===== src/rtl/frame_sched_pkg.sv =====
// Shared types and defaults for the frame scheduler.
package frame_sched_pkg;

  localparam int unsigned CH_NUM      = 8;
  localparam int unsigned ACK_TIMEOUT = 16;
  localparam int unsigned REFRESH_W   = 24;

  typedef enum logic [2:0] {
    StIdle,
    StStart,
    StWaitAck,
    StRun,
    StDone
  } state_e;

endpackage


===== src/rtl/frame_sched_refresh_timer.sv =====
// Free-running auto-refresh timer; expiry is a live compare so period changes apply at once.
module refresh_timer #(
  parameter int unsigned Width = 24
) (
  input  logic             clk_in,
  input  logic             rst_n_in,
  input  logic             enable_in,
  input  logic             clear_in,
  input  logic [Width-1:0] period_in,
  output logic             expire_out
);

  logic [Width-1:0] cnt_q;

  // A count already past a newly lowered period expires immediately.
  assign expire_out = enable_in && (period_in != '0) && (cnt_q >= period_in - Width'(1));

  always_ff @(posedge clk_in or negedge rst_n_in) begin
    if (!rst_n_in) begin
      cnt_q <= '0;
    end else if (clear_in) begin
      cnt_q <= '0;
    end else if (enable_in && (period_in != '0)) begin
      cnt_q <= cnt_q + Width'(1);
    end
  end

endmodule


===== src/rtl/frame_sched.sv =====
// Frame scheduler: starts enabled channels on host or auto-refresh triggers and tracks completion.
module frame_sched
  import frame_sched_pkg::*;
#(
  parameter int unsigned ChNum      = CH_NUM,
  parameter int unsigned AckTimeout = ACK_TIMEOUT
) (
  input  logic                 clk_in,
  input  logic                 rst_n_in,
  input  logic                 frame_req_in,
  input  logic [ChNum-1:0]     ch_en_in,
  input  logic [ChNum-1:0]     ch_busy_in,
  input  logic                 auto_en_in,
  input  logic [REFRESH_W-1:0] refresh_div_in,
  output logic [ChNum-1:0]     frame_start_out,
  output logic                 frame_done_out,
  output logic                 busy_out,
  output logic                 pending_out,
  output logic [7:0]           drop_cnt_out
);

  localparam int unsigned AckCntW = $clog2(AckTimeout + 1);

  state_e               state_q, state_d;
  logic [ChNum-1:0]     mask_q;
  logic [AckCntW-1:0]   ack_cnt_q;
  logic                 pending_q;
  logic                 init_q;
  logic                 expire;
  logic                 any_busy;

  assign any_busy    = |(ch_busy_in & mask_q);
  assign pending_out = pending_q;

  refresh_timer #(
    .Width (REFRESH_W)
  ) u_refresh_timer (
    .clk_in     (clk_in),
    .rst_n_in   (rst_n_in),
    .enable_in  ((state_q == StIdle) && init_q && auto_en_in),
    .clear_in   (state_q == StStart),
    .period_in  (refresh_div_in),
    .expire_out (expire)
  );

  always_comb begin
    state_d = state_q;
    unique case (state_q)
      // init_q holds off triggers on the first edge after reset release.
      StIdle:    if (init_q && (frame_req_in || expire)) state_d = StStart;
      StStart:   state_d = StWaitAck;
      StWaitAck: begin
        if (any_busy) begin
          state_d = StRun;
        end else if ((mask_q == '0) || (ack_cnt_q == AckCntW'(AckTimeout - 1))) begin
          state_d = StDone;
        end
      end
      StRun:     if (!any_busy) state_d = StDone;
      StDone:    state_d = (pending_q || frame_req_in) ? StStart : StIdle;
      default:   state_d = StIdle;
    endcase
  end

  always_ff @(posedge clk_in or negedge rst_n_in) begin
    if (!rst_n_in) begin
      state_q         <= StIdle;
      init_q          <= 1'b0;
      mask_q          <= '0;
      ack_cnt_q       <= '0;
      pending_q       <= 1'b0;
      drop_cnt_out    <= '0;
      frame_start_out <= '0;
      frame_done_out  <= 1'b0;
      busy_out        <= 1'b0;
    end else begin
      init_q          <= 1'b1;
      state_q         <= state_d;
      frame_start_out <= (state_d == StStart) ? ch_en_in : '0;
      frame_done_out  <= (state_d == StDone);
      busy_out        <= (state_d != StIdle);
      ack_cnt_q       <= (state_q == StWaitAck) ? ack_cnt_q + AckCntW'(1) : '0;
      if (state_d == StStart) begin
        mask_q <= ch_en_in;
      end
      if (state_d == StStart) begin
        pending_q <= 1'b0;
      end else if (frame_req_in && (state_q != StIdle)) begin
        pending_q <= 1'b1;
      end
      if (frame_req_in && (state_q != StIdle) && pending_q && (drop_cnt_out != 8'hFF)) begin
        drop_cnt_out <= drop_cnt_out + 8'd1;
      end
    end
  end

endmodule


===== config.mk =====
export PLATFORM = sky130hd
export DESIGN_NAME = frame_sched
export DESIGN_NICKNAME = d
export VERILOG_FILES = /design/src/rtl/frame_sched_pkg.sv /design/src/rtl/frame_sched_refresh_timer.sv /design/src/rtl/frame_sched.sv
export SDC_FILE = /design/constraint.sdc
export NUM_CORES = 1
export LEC_CHECK = 0
export CAP_MARGIN = 10
export CORE_AREA = 5 5 110 112
export DETAILED_ROUTE_END_ITERATION = 6
export DIE_AREA = 0 0 115 117
export HOLD_SLACK_MARGIN = 0.12
export RECOVER_POWER = 50
export SLEW_MARGIN = 20
export SYNTH_ARGS = -nofsm -noshare
export SYNTH_HDL_FRONTEND = slang
export SYNTH_HIERARCHICAL = 1
export SYNTH_SLANG_ARGS = --single-unit

===== constraint.sdc =====
create_clock -name clk_in -period 3.13 [get_ports clk_in]
set_input_delay 0.4695 -clock clk_in [delete_from_list [all_inputs] [get_ports clk_in]]
set_output_delay 0.4695 -clock clk_in [all_outputs]
set_load 0.02 [all_outputs]

==> impl_metrics.py, run 1 <==
metrics = {
    "outcome": {
        "run_status": "complete, but fails checks",
        "violations": "setup timing",
    },
    "placed_design": {
        "place_inst": 635,
        "routabilityCongestion": 0.857,
        "port_buffers": 62,
        "hpwl_mm": 7.10,
    },
    "cts": {
        "cts-htree-levels": 3,
        "numCtsBuffers": 9,
        "worstSkewPairLatency_ps": 320,
        "cts.sinks": 60,
        "clockBufferDepth": 2,
        "clk_pin_slew_ps": 50,
        "cts-root-buf": "clkbuf_16",
        "cts_tree": "built",
    },
    "layout": {
        "drive_gt1_frac": 0.204,
        "area_delta_synth_final_pct": 40.6,
        "stdcell_count": 657,
        "layout.nets": 584,
        "postLayoutCoreUtil": 0.474,
        "diodes": 0,
    },
    "grt": {
        "grt_pass1_vias": 3428,
        "antenna_found_initial": 0,
        "grt_pass1_wl_mm": 16.4,
        "grt_max_degree": 42,
        "grt-ovfl-total": 0,
        "grt_usage": 0.152,
    },
    "timing": {
        "slew_viol_final": 0,
        "fin_ws_ps": -979,
        "hold_viol_final": 0,
        "fmax_mhz": 243,
        "holdWs_ps": 457,
        "maxSlewHeadroom": 0.294,
        "tns_ps": -17580,
        "layout_min_cycle_time_ps": 4110,
        "fin_worst_skew_ps": 8.70,
        "rsz0062_at_grt": "true",
        "finalSetupViolations": 19,
        "period_share": 1.31,
        "worst_pin_slew_ps": 1060,
    },
    "floorplanning": {
        "rows": 39,
        "core_area_mm2": 0.0111,
        "fp.dieH_um": 117,
        "start_util": 0.337,
        "fp.dieW_um": 115,
        "ioPinCount": 63,
        "die_area_mm2": 0.0135,
    },
    "pwr": {
        "p_leak_nw": 2.24,
        "power_density_mw_per_mm2": 552,
        "vdd_ir_drop_max_uv": 433,
    },
    "synthesis": {
        "syn_inst": 391,
        "syn_area_per_cell_um2": 9.59,
        "synth_edf_count": 0,
        "async_flop_share": 1.00,
        "syn-cell-area_mm2": 0.00375,
        "synth_ff_type": "dfrtp_1",
        "synth_cell_types": 53,
        "ys_warn_count": 6,
        "syn_nets": 464,
        "ys_seq_area_frac": 0.400,
        "ys_ff_latch": 60,
    },
    "setup_path": {
        "cp_top_family": "simple AND/OR/NAND/NOR gates",
        "path_class": "input port to flop",
        "crit_arrival_ps": 4310,
        "critPathMostFrequentCell": "or4_4",
        "cp_max_fo": 5,
        "critical-path-max-stage-delay_ps": 540,
        "crit_buf_inv": 3,
        "worstSetupStartpointType": "input port",
        "cp_slowest_cell": "or4_4",
        "cp_cell_sequence": "clkdlybuf4s50_1 -> or4_4 -> or2_4 -> or4_4 -> xor2_1 -> ha_1 -> nand4_1 -> nor4_2 -> a21oi_1 -> a31oi_2 -> o21a_1 -> nor2_2 -> nor4_4 -> buf_4 -> clkbuf_16 -> mux2_4",
        "required_ps": 3330,
        "crit_path_end_kind": "flop",
    },
    "drt": {
        "wirelength_mm": 9.59,
        "drt-wirelength-per-cell_um": 14.6,
        "ant_nets": 0,
        "drt_iter0_drc": 168,
        "drc": 0,
        "vias_per_cell": 5.14,
        "dr.pass1.iters": 4,
        "vias": 3379,
    },
    "min_path": {
        "holdCritPathClass": "flop to flop",
    },
    "run": {
        "cap_violations": 0,
    },
}
[kinds of logic after synthesis]
family | Yosys count | synth area share
multiplexers | 11 | 0.0340
buffers and inverters | 19 | 0.0233
adder cells (fa/ha/maj) | 29 | 0.0967
XOR/XNOR | 34 | 0.0794
AND/OR/NAND/NOR | 167 | 0.251
AO/OA/AOI/OAI | 70 | 0.115
flip-flops | 60 | 0.400
other | 1 | 0.00100
[sequential cells by signal, summed over array words and instances, names as in the netlist]
signal                 flops
u_refresh_timer/cnt_q     24
drop_cnt_out               8
frame_start_out            8
mask_q                     8
ack_cnt_q                  5
state_q                    3
busy_out                   1
frame_done_out             1
init_q                     1
pending_out                1
[final cells by class]
cell class / count / area, um^2
sequential: 60 / 1500
inverter: 11 / 41.3
fill: 1053 / 5850
timing repair buffer: 117 / 1020
clock inverter: 2 / 35.0
clock buffer: 12 / 256
tap: 143 / 179
multi-input combinational: 312 / 2230
[worst register-to-register path, cell delays in order (launching register included)]
cell and delay [ps]:
dfrtp_1 370, inv_1 90, ha_1 220, or3b_2 460
o211ai_1 100, a2111oi_0 140, buf_4 170, o211ai_1 200
a31oi_2 140, o21a_1 200, nor2_2 140, nor4_4 50
buf_4 150, clkbuf_16 150, mux2_4 290
[final timing paths]
path	startpoint	to	slack (ps)	depth (start not counted)
max	refresh_div_in[18]	mask_q[6]	-980	16
min	ack_cnt_q[0]	ack_cnt_q[0]	460	1
max reg2reg	u_refresh_timer/cnt_q[0]	mask_q[6]	140	14
min reg2reg	ack_cnt_q[0]	ack_cnt_q[0]	460	1
max in group asynchronous	rst_n_in	u_refresh_timer/cnt_q[21]	680	3
min in group asynchronous	rst_n_in	ack_cnt_q[0]	860	2
[per-layer routing]
| layer | share of wire | GRT usage |
|---|---|---|
| met5 | 0 | 0 |
| met4 | 0.0091 | 0.0469 |
| met1 | 0.45 | 0.192 |
| met2 | 0.49 | 0.258 |
| met3 | 0.052 | 0.0355 |
[synth_stat cells (8+ instances only)]
master	instances	area, um^2
dfrtp_1	60	1500
a21oi_1	31	155
nand2_1	31	116
nor2_1	30	113
ha_1	29	363
xnor2_1	23	201
nand3_1	22	110
nor3_1	13	65.1
inv_1	11	41.3
xor2_1	11	96.3
and2_1	10	62.6
or4_1	10	75.1
mux2_2	9	101
or3_1	9	56.3
nand4_1	8	50.1
nor4_1	8	50.1
[cell usage in the layout (no fill, tap or decap), types with 3 or more instances in the layout]
master,netlist,final
clkbuf_16,0,10
a22oi_1,4,4
clkdlybuf4s50_1,0,53
nand3_1,22,22
buf_4,2,52
nor2b_1,4,4
nor3_1,13,13
and2_1,10,10
buf_2,1,4
a31oi_1,4,3
and4_1,3,3
o31ai_1,5,5
nor2_1,30,28
a21oi_1,31,30
nor4_1,8,7
nand2_1,31,31
o21ai_1,6,6
a21o_1,3,3
xor2_1,11,11
or3_1,9,9
or4_1,10,7
nand4_1,8,8
ha_1,29,29
o21ai_0,6,6
mux2_4,1,8
dfrtp_1,60,60
xnor2_1,23,23
and3_1,4,4
inv_1,11,11
or4_4,2,5
[report_power, final]
group	switching [mW]	internal, mW
combinational	0.414	0.454
sequential	0.151	0.930
clock	0.317	0.648
total	0.882	2.03
[repair_timing]
action,CTS,global route
hold buffers,1,0
cloned,1,0
setup endpoints to repair,19,19
resized for setup,41,2
pin swaps,7,1
setup buffers,6,1
hold endpoints to repair,19,0
[metrics by stage]
| stage | worst slack, ps | cell area, um^2 | total power, mW |
|---|---|---|---|
| after floorplan | -1070 | 3760 | 1.53 |
| after global placement | -1460 | 4880 | 1.90 |
| after detailed placement | -1580 | 4880 | 1.92 |
| after CTS | -977 | 5290 | 2.96 |
| after global routing | -1140 | 5270 | 3.09 |
| final | -979 | 5270 | 2.91 |
Power figures use the tool's default switching activity.
==> run 2, diff against run 1 <==
--- a/config.mk
+++ b/config.mk
@@ -6,9 +6,9 @@
 export NUM_CORES = 1
 export LEC_CHECK = 0
 export CAP_MARGIN = 10
-export CORE_AREA = 5 5 110 112
+export CORE_AREA = 2 2 107 109
 export DETAILED_ROUTE_END_ITERATION = 6
-export DIE_AREA = 0 0 115 117
+export DIE_AREA = 0 0 109 111
 export HOLD_SLACK_MARGIN = 0.12
 export RECOVER_POWER = 50
 export SLEW_MARGIN = 20
==> impl_metrics.py, run 2 (synthesis gave the netlist of run 1 again) <==
metrics = {
    "pwr": {
        "combPwrFrac": 0.286,
        "clock_power_share": 0.364,
        "p_int_mw": 2.19,
        "p_total_mw": 3.08,
        "p_sw_mw": 0.892,
        "power_frac_seq": 0.351,
        "vdd_ir_drop_max_uv": 318,
        "switching_share": 0.289,
        "power_density_mw_per_mm2": 572,
        "p_leak_nw": 2.30,
    },
    "min_path": {
        "holdCritPathClass": "flop to flop",
    },
    "timing": {
        "rsz0062_at_grt": "true",
        "fmax_mhz": 247,
        "holdWs_ps": 469,
        "worst_pin_slew_ps": 1470,
        "hold_viol_final": 0,
        "fin_ws_ps": -925,
        "finalSetupViolations": 19,
        "slew_viol_final": 0,
        "maxSlewHeadroom": 0.0176,
        "layout_min_cycle_time_ps": 4050,
        "fin_worst_skew_ps": 6.44,
        "period_share": 1.30,
    },
    "drt": {
        "wirelength_mm": 9.14,
        "dr.pass1.iters": 4,
        "drc": 0,
        "ant_nets": 0,
        "vias_per_cell": 5.09,
        "wl_met3_um": 459,
        "drt_iter0_drc": 198,
        "dr_wl_met2_mm": 4.25,
        "wl_met1_mm": 4.30,
        "top_layer_used": "met4",
        "drt-wirelength-per-cell_um": 13.9,
        "vias": 3362,
    },
    "cts": {
        "cts.sinks": 60,
        "cts_tree": "built",
        "cts_hold_buf": 0,
        "clk_pin_slew_ps": 50,
        "worstSkewPairLatency_ps": 320,
        "cts-htree-levels": 3,
        "cts-root-buf": "clkbuf_16",
        "clockBufferDepth": 2,
        "numCtsBuffers": 9,
    },
    "setup_path": {
        "cp_max_fo": 6,
        "cp_slowest_cell": "or4_4",
        "critical-path-max-stage-delay_ps": 550,
        "required_ps": 3340,
        "crit_path_end_kind": "flop",
        "crit_arrival_ps": 4260,
        "path_class": "input port to flop",
        "worstSetupStartpointType": "input port",
        "cp_cell_sequence": "buf_6 -> or4_4 -> nor4b_4 -> nand2_2 -> or4_4 -> xor2_2 -> ha_1 -> nand4_1 -> nor4_4 -> a21oi_1 -> a31oi_2 -> o21a_1 -> nor2_2 -> nor4_4 -> buf_4 -> clkbuf_16 -> mux2_4",
    },
    "layout": {
        "fill_cells": 1004,
        "seqCellArea_mm2": 0.00150,
        "diodes": 0,
        "multi_input_area_mm2": 0.00226,
        "largest-register": "u_refresh_timer/cnt_q",
        "final_common_cell": "dfrtp_1",
        "area_delta_synth_final_pct": 43.6,
        "stdcell_count": 660,
        "layout_common_cells": "dfrtp_1, buf_4, clkdlybuf4s50_1",
        "layout.nets": 586,
        "drive_gt1_frac": 0.226,
        "largest_reg_flops": 24,
    },
    "grt": {
        "grt-ovfl-total": 0,
        "grt_pass1_vias": 3202,
        "grt_max_degree": 61,
        "grt_pass1_wl_mm": 15.2,
        "grt_usage": 0.157,
        "antenna_found_initial": 0,
    },
    "floorplanning": {
        "die_area_mm2": 0.0121,
        "start_util": 0.339,
        "fp.dieW_um": 109,
        "fp.dieH_um": 111,
        "ioPinCount": 63,
        "rows": 39,
        "core_area_mm2": 0.0111,
    },
    "placed_design": {
        "place_inst": 635,
        "port_buffers": 62,
        "routabilityCongestion": 0.831,
        "hpwl_mm": 6.63,
    },
    "run": {
        "cap_violations": 0,
    },
    "outcome": {
        "violations": "setup timing",
        "run_status": "complete, but fails checks",
    },
}
## run 2: cell types whose count changed in the layout (fill, tap and decap cells not counted), sizes merged
cell	previous run	this run
clkdlybuf4s50	53	50
buf	57	59
clkbuf	15	16
clkinv	1	0
dlygate4sd3	1	0
dlygate4sd2	1	3
clkinvlp	0	1
bufinv	1	3
## run 2: final timing paths
path	startpoint	endpoint	slack, ps	cells after the start
setup reg to reg	u_refresh_timer/cnt_q[0]	mask_q[6]	170	14
setup / recovery	refresh_div_in[2]	mask_q[6]	-920	17
hold / removal	ack_cnt_q[0]	ack_cnt_q[0]	470	1
min in group asynchronous	rst_n_in	ack_cnt_q[3]	580	2
max in group asynchronous	rst_n_in	init_q	1650	2
hold reg to reg	ack_cnt_q[0]	ack_cnt_q[0]	470	1
## run 2: routing by layer
metal  track usage  vias to the layer above
met2         0.237                       84
met5             0                        -
li1              -                     1677
met1         0.222                     1591
met4        0.0632                        0
met3        0.0282                       10
## run 2: repair_timing
| item | in CTS | in global routing |
|---|---|---|
| cloned | 1 | 0 |
| resized for setup | 39 | 19 |
| setup endpoints to repair | 19 | 19 |
| setup buffers | 6 | 4 |
| pin swaps | 6 | 10 |
## run 2: power groups by stage
stage	registers (mW)	clock network [mW]	logic, mW
after floorplan	1.14	0	0.392
after global placement	1.08	0	0.811
after detailed placement	1.08	0	0.832
after CTS	1.08	1.14	0.885
after global routing	1.10	1.17	0.971
final	1.08	1.12	0.880
## run 2: cell type report
| class | count | share of cell area |
|---|---|---|
| tap | 143 | 0.0332 |
| timing repair buffer | 119 | 0.197 |
| inverter | 11 | 0.00766 |
| multi-input combinational | 312 | 0.420 |
| sequential | 60 | 0.279 |
| clock buffer | 11 | 0.0451 |
| clock inverter | 4 | 0.0181 |
## run 2: worst max-delay path: cells and delay by family
kind                       cells  cell delay [ps]
adders and majority gates      1              320
buffers and inverters          3              390
xor gates and xnor gates       1              160
and+or+nand+nor                8             2110
AOI/OAI and AO/OA              3              510
muxes                          1              290
## run 2: metrics by stage
stage,TNS [ps],setup slack (ps),util,area (um^2)
4_1_cts,-17540,-1070,0.482,5340
3_3_place_gp,-26380,-1480,0.440,4880
2_1_floorplan,-16880,-1070,-,3760
3_5_place_dp,-27940,-1580,0.440,4880
6_report,-16310,-925,0.486,5390
5_1_grt,-19940,-1130,0.486,5390
